**src/rtl/sync_count_monitor_pkg.sv**
```systemverilog
// Shared types for the up/down counter monitor: FSM states and step classes.
// Imported by count_step_classifier and sync_count_monitor.
package sync_count_monitor_pkg;

    typedef enum logic [1:0] {
        SEED,
        ACQUIRE,
        UP,
        DOWN
    } mon_state_e;

    typedef enum logic [1:0] {
        UP_STEP,
        DOWN_STEP,
        HOLD,
        ILLEGAL
    } step_class_e;

endpackage

```
**src/rtl/count_step_classifier.sv**
```systemverilog
// Combinational step classifier: compares the new count against the previous one
// (modulo 2^WIDTH) and reports the step class and whether the step wrapped.
module count_step_classifier
    import sync_count_monitor_pkg::*;
#(
    parameter int WIDTH = 4
) (
    input  logic [WIDTH-1:0] prev_i,
    input  logic [WIDTH-1:0] q_i,
    output step_class_e      step_o,
    output logic             wrap_o
);

    logic [WIDTH-1:0] delta;

    assign delta = q_i - prev_i;

    // A wrap is only meaningful for a legal single step across the max/zero boundary.
    always_comb begin
        step_o = ILLEGAL;
        wrap_o = 1'b0;
        if (delta == WIDTH'(1)) begin
            step_o = UP_STEP;
            wrap_o = &prev_i;
        end else if (&delta) begin
            step_o = DOWN_STEP;
            wrap_o = ~|prev_i;
        end else if (delta == '0) begin
            step_o = HOLD;
        end
    end

endmodule

```
**src/rtl/sync_count_monitor.sv**
```systemverilog
// Receive-side checker for an up/down counter bus: recovers direction, flags illegal
// steps and wraps, tallies errors. Stall detection is built only with SYNC_COUNT_MON_STALL_DETECT_EN.
module sync_count_monitor
    import sync_count_monitor_pkg::*;
#(
    parameter int WIDTH       = 4,
    parameter int ERR_CNT_W   = 8,
    parameter int STALL_LIMIT = 4
) (
    input  logic                 clk,
    input  logic                 reset,
    input  logic                 sample_en,
    input  logic [WIDTH-1:0]     q_in,
    output logic                 locked,
    output logic                 dir_up,
    output logic                 step_err,
    output logic                 wrap,
    output logic [ERR_CNT_W-1:0] err_count,
    output logic                 stalled
);

    if (WIDTH < 2 || WIDTH > 16 || ERR_CNT_W < 1 || STALL_LIMIT < 1) begin : g_bad_params
        $error("sync_count_monitor: illegal parameter combination");
    end

    mon_state_e           state_q, state_d;
    logic [WIDTH-1:0]     prev_q, prev_d;
    logic                 locked_q, locked_d;
    logic                 dirUp_q, dirUp_d;
    logic                 stepErr_q, stepErr_d;
    logic                 wrap_q, wrap_d;
    logic [ERR_CNT_W-1:0] errCount_q, errCount_d;
    step_class_e          stepClass;
    logic                 stepWrap;

    count_step_classifier #(.WIDTH(WIDTH)) u_classifier (
        .prev_i (prev_q),
        .q_i    (q_in),
        .step_o (stepClass),
        .wrap_o (stepWrap)
    );

    // Direction tracking; an illegal step from a locked state forces re-acquisition.
    always_comb begin
        state_d    = state_q;
        prev_d     = prev_q;
        stepErr_d  = 1'b0;
        wrap_d     = 1'b0;
        errCount_d = errCount_q;
        if (sample_en) begin
            prev_d = q_in;
            if (state_q == SEED) begin
                state_d = ACQUIRE;
            end else begin
                wrap_d = stepWrap;
                unique case (stepClass)
                    UP_STEP:   state_d = UP;
                    DOWN_STEP: state_d = DOWN;
                    HOLD:      state_d = state_q;
                    ILLEGAL: begin
                        stepErr_d = 1'b1;
                        state_d   = ACQUIRE;
                    end
                    default:   state_d = state_q;
                endcase
            end
        end
        if (stepErr_d && !(&errCount_q)) begin
            errCount_d = errCount_q + ERR_CNT_W'(1);
        end
        locked_d = (state_d == UP) || (state_d == DOWN);
        dirUp_d  = (state_d == UP) ? 1'b1 : (state_d == DOWN) ? 1'b0 : dirUp_q;
    end

    always_ff @(posedge clk) begin
        if (reset) begin
            state_q    <= SEED;
            prev_q     <= '0;
            locked_q   <= 1'b0;
            dirUp_q    <= 1'b1;
            stepErr_q  <= 1'b0;
            wrap_q     <= 1'b0;
            errCount_q <= '0;
        end else begin
            state_q    <= state_d;
            prev_q     <= prev_d;
            locked_q   <= locked_d;
            dirUp_q    <= dirUp_d;
            stepErr_q  <= stepErr_d;
            wrap_q     <= wrap_d;
            errCount_q <= errCount_d;
        end
    end

`ifdef SYNC_COUNT_MON_STALL_DETECT_EN
    localparam int STALL_W = $clog2(STALL_LIMIT + 1);

    logic [STALL_W-1:0] stallCnt_q, stallCnt_d;
    logic               stalled_q, stalled_d;

    // Counter saturates at the limit so stalled stays up until the count moves again.
    always_comb begin
        stallCnt_d = stallCnt_q;
        if (sample_en) begin
            if (stepClass == HOLD && (state_q == UP || state_q == DOWN)) begin
                if (stallCnt_q != STALL_W'(STALL_LIMIT)) begin
                    stallCnt_d = stallCnt_q + STALL_W'(1);
                end
            end else begin
                stallCnt_d = '0;
            end
        end
        stalled_d = (stallCnt_d >= STALL_W'(STALL_LIMIT));
    end

    always_ff @(posedge clk) begin
        if (reset) begin
            stallCnt_q <= '0;
            stalled_q  <= 1'b0;
        end else begin
            stallCnt_q <= stallCnt_d;
            stalled_q  <= stalled_d;
        end
    end

    assign stalled = stalled_q;
`else
    assign stalled = 1'b0;
`endif

    assign locked    = locked_q;
    assign dir_up    = dirUp_q;
    assign step_err  = stepErr_q;
    assign wrap      = wrap_q;
    assign err_count = errCount_q;

endmodule
```
**config.mk**
```make
export PLATFORM = sky130hd
export DESIGN_NAME = sync_count_monitor
export DESIGN_NICKNAME = d
export VERILOG_FILES = /design/src/rtl/sync_count_monitor_pkg.sv /design/src/rtl/count_step_classifier.sv /design/src/rtl/sync_count_monitor.sv
export SDC_FILE = /design/constraint.sdc
export NUM_CORES = 1
export LEC_CHECK = 0
export ABC_AREA = 1
export CAP_MARGIN = 20
export CORE_ASPECT_RATIO = 0.9
export CORE_MARGIN = 2
export CORE_UTILIZATION = 38
export DETAILED_ROUTE_END_ITERATION = 10
export PLACE_DENSITY = 0.62
export SLEW_MARGIN = 20
export SYNTH_ARGS = -nofsm -noshare
export SYNTH_HDL_FRONTEND = slang
export SYNTH_SLANG_ARGS = --single-unit
```
**constraint.sdc**
```tcl
create_clock -name clk -period 3.3 [get_ports clk]
set_input_delay 0.66 -clock clk [delete_from_list [all_inputs] [get_ports clk]]
set_output_delay 0.66 -clock clk [all_outputs]
set_load 0.1 [all_outputs]
```
==> results.cfg, run 1 <==
[power_and_ir_drop]
clockPowerShare_pct = 26.4
peakVddDrop_mv = 0.366
power.density_nw_per_um2 = 389
p_total_mw = 0.512
p_leak_nw = 0.559
p_seq_share_pct = 45.9
power_frac_comb_pct = 27.8
switching_share_pct = 34.4
intPower_mw = 0.336
power.switching_mw = 0.176

[critical_path]
crit_family = buffers and inverters
path_cells = clkdlybuf4s50_1
worstReg2RegStart = prev_q[0]$_SDFFE_PP0P_
critical_path.startpoint_type = flip-flop
path_buf_inv = 1
cp_slowest_cell = clkdlybuf4s50_1
cp.arrival_ns = 1.74
timing_worst_setup_path_type = reg -> out
reg2reg_depth = 12
reg2reg_setup_slack_ns = 1.34
worstPathMaxFanout = 1
endpoint_kind = output port
required_ns = 2.64
critPathMaxStageDelay_ns = 1.12
timing.rr.end = err_count[5]$_SDFFE_PP0P_

[synthesis]
synth_seq_area_share_pct = 33.1
syn_area_sq_um = 1090
synth_top_family_by_area = simple AND/OR/NAND/NOR gates
synth-simple-area-share_pct = 34.9
synth_cell_types = 27
synth_compound_area_share_pct = 13.4
syn_nets = 148
synth_xor_area_share_pct = 4.83
synth-seq-cells = 18
synthCells = 136
ys_warn_count = 0
synthAdderAreaFrac_pct = 6.44
postSynthAreaPerCell_sq_um = 8.00
synthMuxAreaShare_pct = 0

[floorplan]
ios = 20
dieHeight_um = 54.8
fp.coreArea_sq_um = 2730
die_w_um = 60.4
row_count = 18
dieArea_sq_um = 3310
floorplan.initialDensity_pct = 39.9

[layout]
final_common_cell = nand2_1
syn_to_final_growth_pct = 20.9
antenna_cells = 0
n_fill_cell = 270
nNetsFinal = 169
final_cell_mix = nand2_1 (23), dfxtp_1 (18), inv_1 (14)
drive_gt1_share_pct = 27.6

[clock_tree]
cts_root_buf = clkbuf_4
numClockSinks = 18
cts-htree-levels = 1
clkTransAtPathRegs_ns = 0.10
clock_latency_ns = 0.29
clockBufferDepth = 2
cts_tree = yes
cts_buffers = 3
cts-resized-gates = 0
postCtsSetupRepairBufs = 0
cts-hold-fix-buffers = 0

[worst_hold_path]
hold_start = prev_q[2]$_SDFFE_PP0P_
worstHoldPathCells = 2
min_path_type = reg -> reg
hold_end = prev_q[2]$_SDFFE_PP0P_

[timing]
final.period_utilization_pct = 72.6
timing.setup.tns_ns = 0
finalCriticalPeriod_ns = 2.40
fin_skew_ns = 0.00273
hold_viol = 0
rsz0062_at_grt = false
worst_slew_pin_slew_ns = 0.957
finalMaxSlewViolations = 0
relSlewSlack_pct = 36.0
clock.fmax_mhz = 417
final-setup-viol-count = 0

[grt]
grt_pass1_vias = 805
gr-total-overflow = 0
grt_max_degree = 12
grt_first_pass_wirelength_um = 3570
grt_usage_pct = 14.5
grt_antenna_before_repair = 0

[run_status]
status = finished, final reports clean

[flow_run]
max_cap_viol_count = 0

[routing]
vias = 925
post_drt_wl_per_cell_um = 10.8
wirelength_um = 2120
drt_iter0_drc = 19
via_per_inst = 4.72
drc_errors = 0
firstDrtPassIters = 4
ant_nets = 0

[placement]
place_hpwl_um = 1630
port_buffers = 18
place.gp.congestion = 0.865
[worst reg2reg max path, delay by kind of cell (launching register included)]
kind | cells | cell delay, ns
buf+inv | 3 | 0.17
fa+ha+maj | 2 | 0.55
simple gates | 6 | 0.66
flops | 1 | 0.40
compound gates | 1 | 0.13
[metrics by stage]
stage | instances | area (sq um) | util (%) | setup WS (ns) | hold slack [ns]
final | 196 | 1320 | 48.3 | 0.905 | 0.511
after global routing | 196 | 1320 | 48.3 | 0.741 | 0.550
after CTS | 196 | 1320 | 48.3 | 0.888 | 0.513
after detailed placement | 192 | 1280 | 47.0 | 0.603 | 0.499
after global placement | 192 | 1280 | 47.0 | 0.642 | 0.486
after floorplan | 136 | 1090 | - | 1.01 | 0.464
[power groups by stage]
stage / logic [mW] / registers (mW) / clock network, mW
after floorplan: 0.0801 / 0.272 / 0
after global placement: 0.141 / 0.240 / 0
after detailed placement: 0.142 / 0.240 / 0
after CTS: 0.143 / 0.235 / 0.140
after global routing: 0.154 / 0.236 / 0.153
final: 0.142 / 0.235 / 0.135
[Yosys cell counts (all sizes together)]
cell type  number  area, sq um
a21oi          17          111
buf             1         7.51
clkbuf          1         3.75
conb            1         3.75
dfxtp          18          360
fa              1         20.0
ha              4         50.1
inv            17         63.8
nand2          28          128
nand3          17          138
nand4           2         18.8
nor2           13         80.1
nor3            2         10.0
o21ai           7         35.0
or2             1         6.26
xnor2           1         8.76
xor2            5         43.8
[layout make-up]
type	count	area [sq um]	area share [%]
clock buffers	4	36.3	2.76
inverters	17	63.8	4.85
multi-input cells	99	653	49.6
flip-flops and latches	18	360	27.4
well taps	40	50.0	3.80
repair buffers	18	153	11.6
[cells by family (layout without fill, tap and decap cells)]
logic type,count (synthesis),after routing
adders and majority gates,5,5
and+or+nand+nor,63,63
xor gates and xnor gates,6,6
buffers and inverters,19,39
DFF,18,18
other,1,1
AOI/OAI and AO/OA,24,24
[routing by layer]
metal / share of wire [%] / GRT usage [%]
met3: 3.8 / 3.78
met4: 1.1 / 2.17
met5: 0 / 0
met1: 51 / 19.3
met2: 44 / 24.1
[state kept, by name (all words and copies together), names as in the netlist]
register	count
locked	1
step_err	1
prev_q	4
err_count	8
wrap	1
dir_up	1
state_q	2
[worst max-delay path by stage]
stage                           endpoint                      start  cells after the start
6_report                          locked          locked$_SDFF_PP0_                      1
5_1_grt        err_count[5]$_SDFFE_PP0P_                    q_in[0]                     14
4_1_cts                           locked          locked$_SDFF_PP0_                      1
3_5_place_dp   err_count[1]$_SDFFE_PP0P_                    q_in[0]                     11
3_3_place_gp   err_count[7]$_SDFFE_PP0P_                    q_in[0]                     11
2_1_floorplan  err_count[6]$_SDFFE_PP0P_  err_count[0]$_SDFFE_PP0P_                      7
Note: power is estimated with default switching activity, not from simulation.
==> inputs of run 2 (changes only) <==
==> constraint.sdc (replaced) <==
create_clock -name clk -period 2.5 [get_ports clk]
set_input_delay 0.5 -clock clk [delete_from_list [all_inputs] [get_ports clk]]
set_output_delay 0.5 -clock clk [all_outputs]
set_load 0.1 [all_outputs]
==> results.cfg, run 2 (synthesis results as in run 1) <==
[clock_tree]
cts-hold-fix-buffers = 0
cts_buffers = 3
postCtsSetupRepairBufs = 0
clockBufferDepth = 2
numClockSinks = 18
clkTransAtPathRegs_ns = 0.12
clock_latency_ns = 0.31
cts_root_buf = clkbuf_4
cts-htree-levels = 1
cts_tree = yes
cts-resized-gates = 0

[critical_path]
cp_slowest_cell = clkdlybuf4s50_1
critPathMaxStageDelay_ns = 0.45
crit_family = adder cells
worstPathMaxFanout = 8
path_cells = clkdlybuf4s50_1 > inv_1 > ha_1 > inv_1 > fa_1 > nand2_1 > nor2_1 > nand3_2 > nand4_2 > o21ai_1 > nor2_1
endpoint_kind = flip-flop
critPathLaunch = q_in[0]
timing_worst_setup_path_type = in -> reg
worstReg2RegStart = prev_q[0]$_SDFFE_PP0P_
cp.arrival_ns = 2.44
critical_path.startpoint_type = input port
required_ns = 2.72
path_buf_inv = 3

[power_and_ir_drop]
power.density_nw_per_um2 = 519
peakVddDrop_mv = 0.208
p_leak_nw = 0.576

[run_status]
status = finished, final reports clean

[routing]
dr_wl_met2_um = 964
met3_length_um = 44
drt_iter0_drc = 37
ant_nets = 0
m1WireLength_um = 1100
drc_errors = 0
maxUsedRoutingLayer = met4
via_per_inst = 4.67
firstDrtPassIters = 4
post_drt_wl_per_cell_um = 10.8
vias = 930
wirelength_um = 2150

[layout]
antenna_cells = 0
drive_gt1_share_pct = 29.6
final_cell_mix = nand2_1 (23), dfxtp_1 (18), buf_4 (15)
nNetsFinal = 172
final_util_pct = 49.0
largest_reg_flops = 8
final_common_cell = nand2_1
syn_to_final_growth_pct = 22.8

[grt]
gr-total-overflow = 0
grt_usage_pct = 14.3
grt_pass1_vias = 822
grt_antenna_before_repair = 0
grt_first_pass_wirelength_um = 3550
grt_max_degree = 11

[placement]
port_buffers = 18
place_hpwl_um = 1680
post-place-ws_ns = -0.0561
place.gp.congestion = 0.879

[timing]
finalMaxSlewViolations = 0
finalCriticalPeriod_ns = 2.23
fin_skew_ns = 0.00380
finalWorstSetupSlack_ns = 0.273
final.period_utilization_pct = 89.1
final-setup-viol-count = 0
hold_viol = 0
clock.fmax_mhz = 449
rsz0062_at_grt = false

[flow_run]
max_cap_viol_count = 0

[floorplan]
floorplan.initialDensity_pct = 39.9
ios = 20
row_count = 18
die_w_um = 60.4
fp.coreArea_sq_um = 2730
dieHeight_um = 54.8
dieArea_sq_um = 3310

[worst_hold_path]
min_path_type = reg -> reg
hold_start = dir_up$_SDFFE_PP1N_
-- run 2: changes by cell type in the layout (fill, tap and decap cells not counted), sizes merged --
cell	delta
buf	+4
clkdlybuf4s50	-1
-- run 2: worst reg2reg max path, cell delays in order (launching register included) --
cell     delay (ns)
dfxtp_1        0.40
ha_1           0.17
inv_1          0.06
fa_1           0.38
inv_1          0.06
nand2_1        0.04
nand2_1        0.09
inv_1          0.05
nor2_1         0.17
nand2_4        0.10
nand4_2        0.18
nand2_1        0.11
a21oi_2        0.13
-- run 2: stage by stage --
stage	setup TNS (ns)	power, mW	instance area, sq um	instances	hold slack [ns]
2_1_floorplan	0	0.464	1090	136	0.464
3_3_place_gp	0	0.505	1300	195	0.488
3_5_place_dp	-0.409	0.507	1300	195	0.491
4_1_cts	0	0.698	1340	199	0.512
5_1_grt	0	0.733	1340	199	0.535
6_report	0	0.694	1340	199	0.508
-- run 2: per-layer routing --
| layer | track usage, % | up-vias |
|---|---|---|
| met1 | 19.2 | 420 |
| met5 | 0 | - |
| met2 | 22.6 | 14 |
| met3 | 2.13 | 5 |
| met4 | 6.52 | 0 |
| li1 | - | 491 |
-- run 2: path summary, 6_finish.rpt --
| kind | end | slack [ns] | cells after the start |
|---|---|---|---|
| hold reg to reg | dir_up$_SDFFE_PP1N_ | 0.51 | 2 |
| setup / recovery | err_count[0]$_SDFFE_PP0P_ | 0.27 | 11 |
| setup reg to reg | err_count[3]$_SDFFE_PP0P_ | 0.51 | 12 |
| hold / removal | dir_up$_SDFFE_PP1N_ | 0.51 | 2 |
-- run 2: report_power, final --
part / switching, mW / internal, mW
sequential: 0.0104 / 0.300
clock: 0.105 / 0.0890
combinational: 0.132 / 0.0581
-- run 2: cell type report --
| cell class | instances | area (sq um) |
|---|---|---|
| Fill cell | 264 | 1390 |
| Multi-Input combinational cell | 99 | 653 |
| Sequential cell | 18 | 360 |
| Timing Repair Buffer | 21 | 173 |
| Inverter | 17 | 63.8 |
| Tap cell | 40 | 50.0 |
| Clock buffer | 4 | 36.3 |
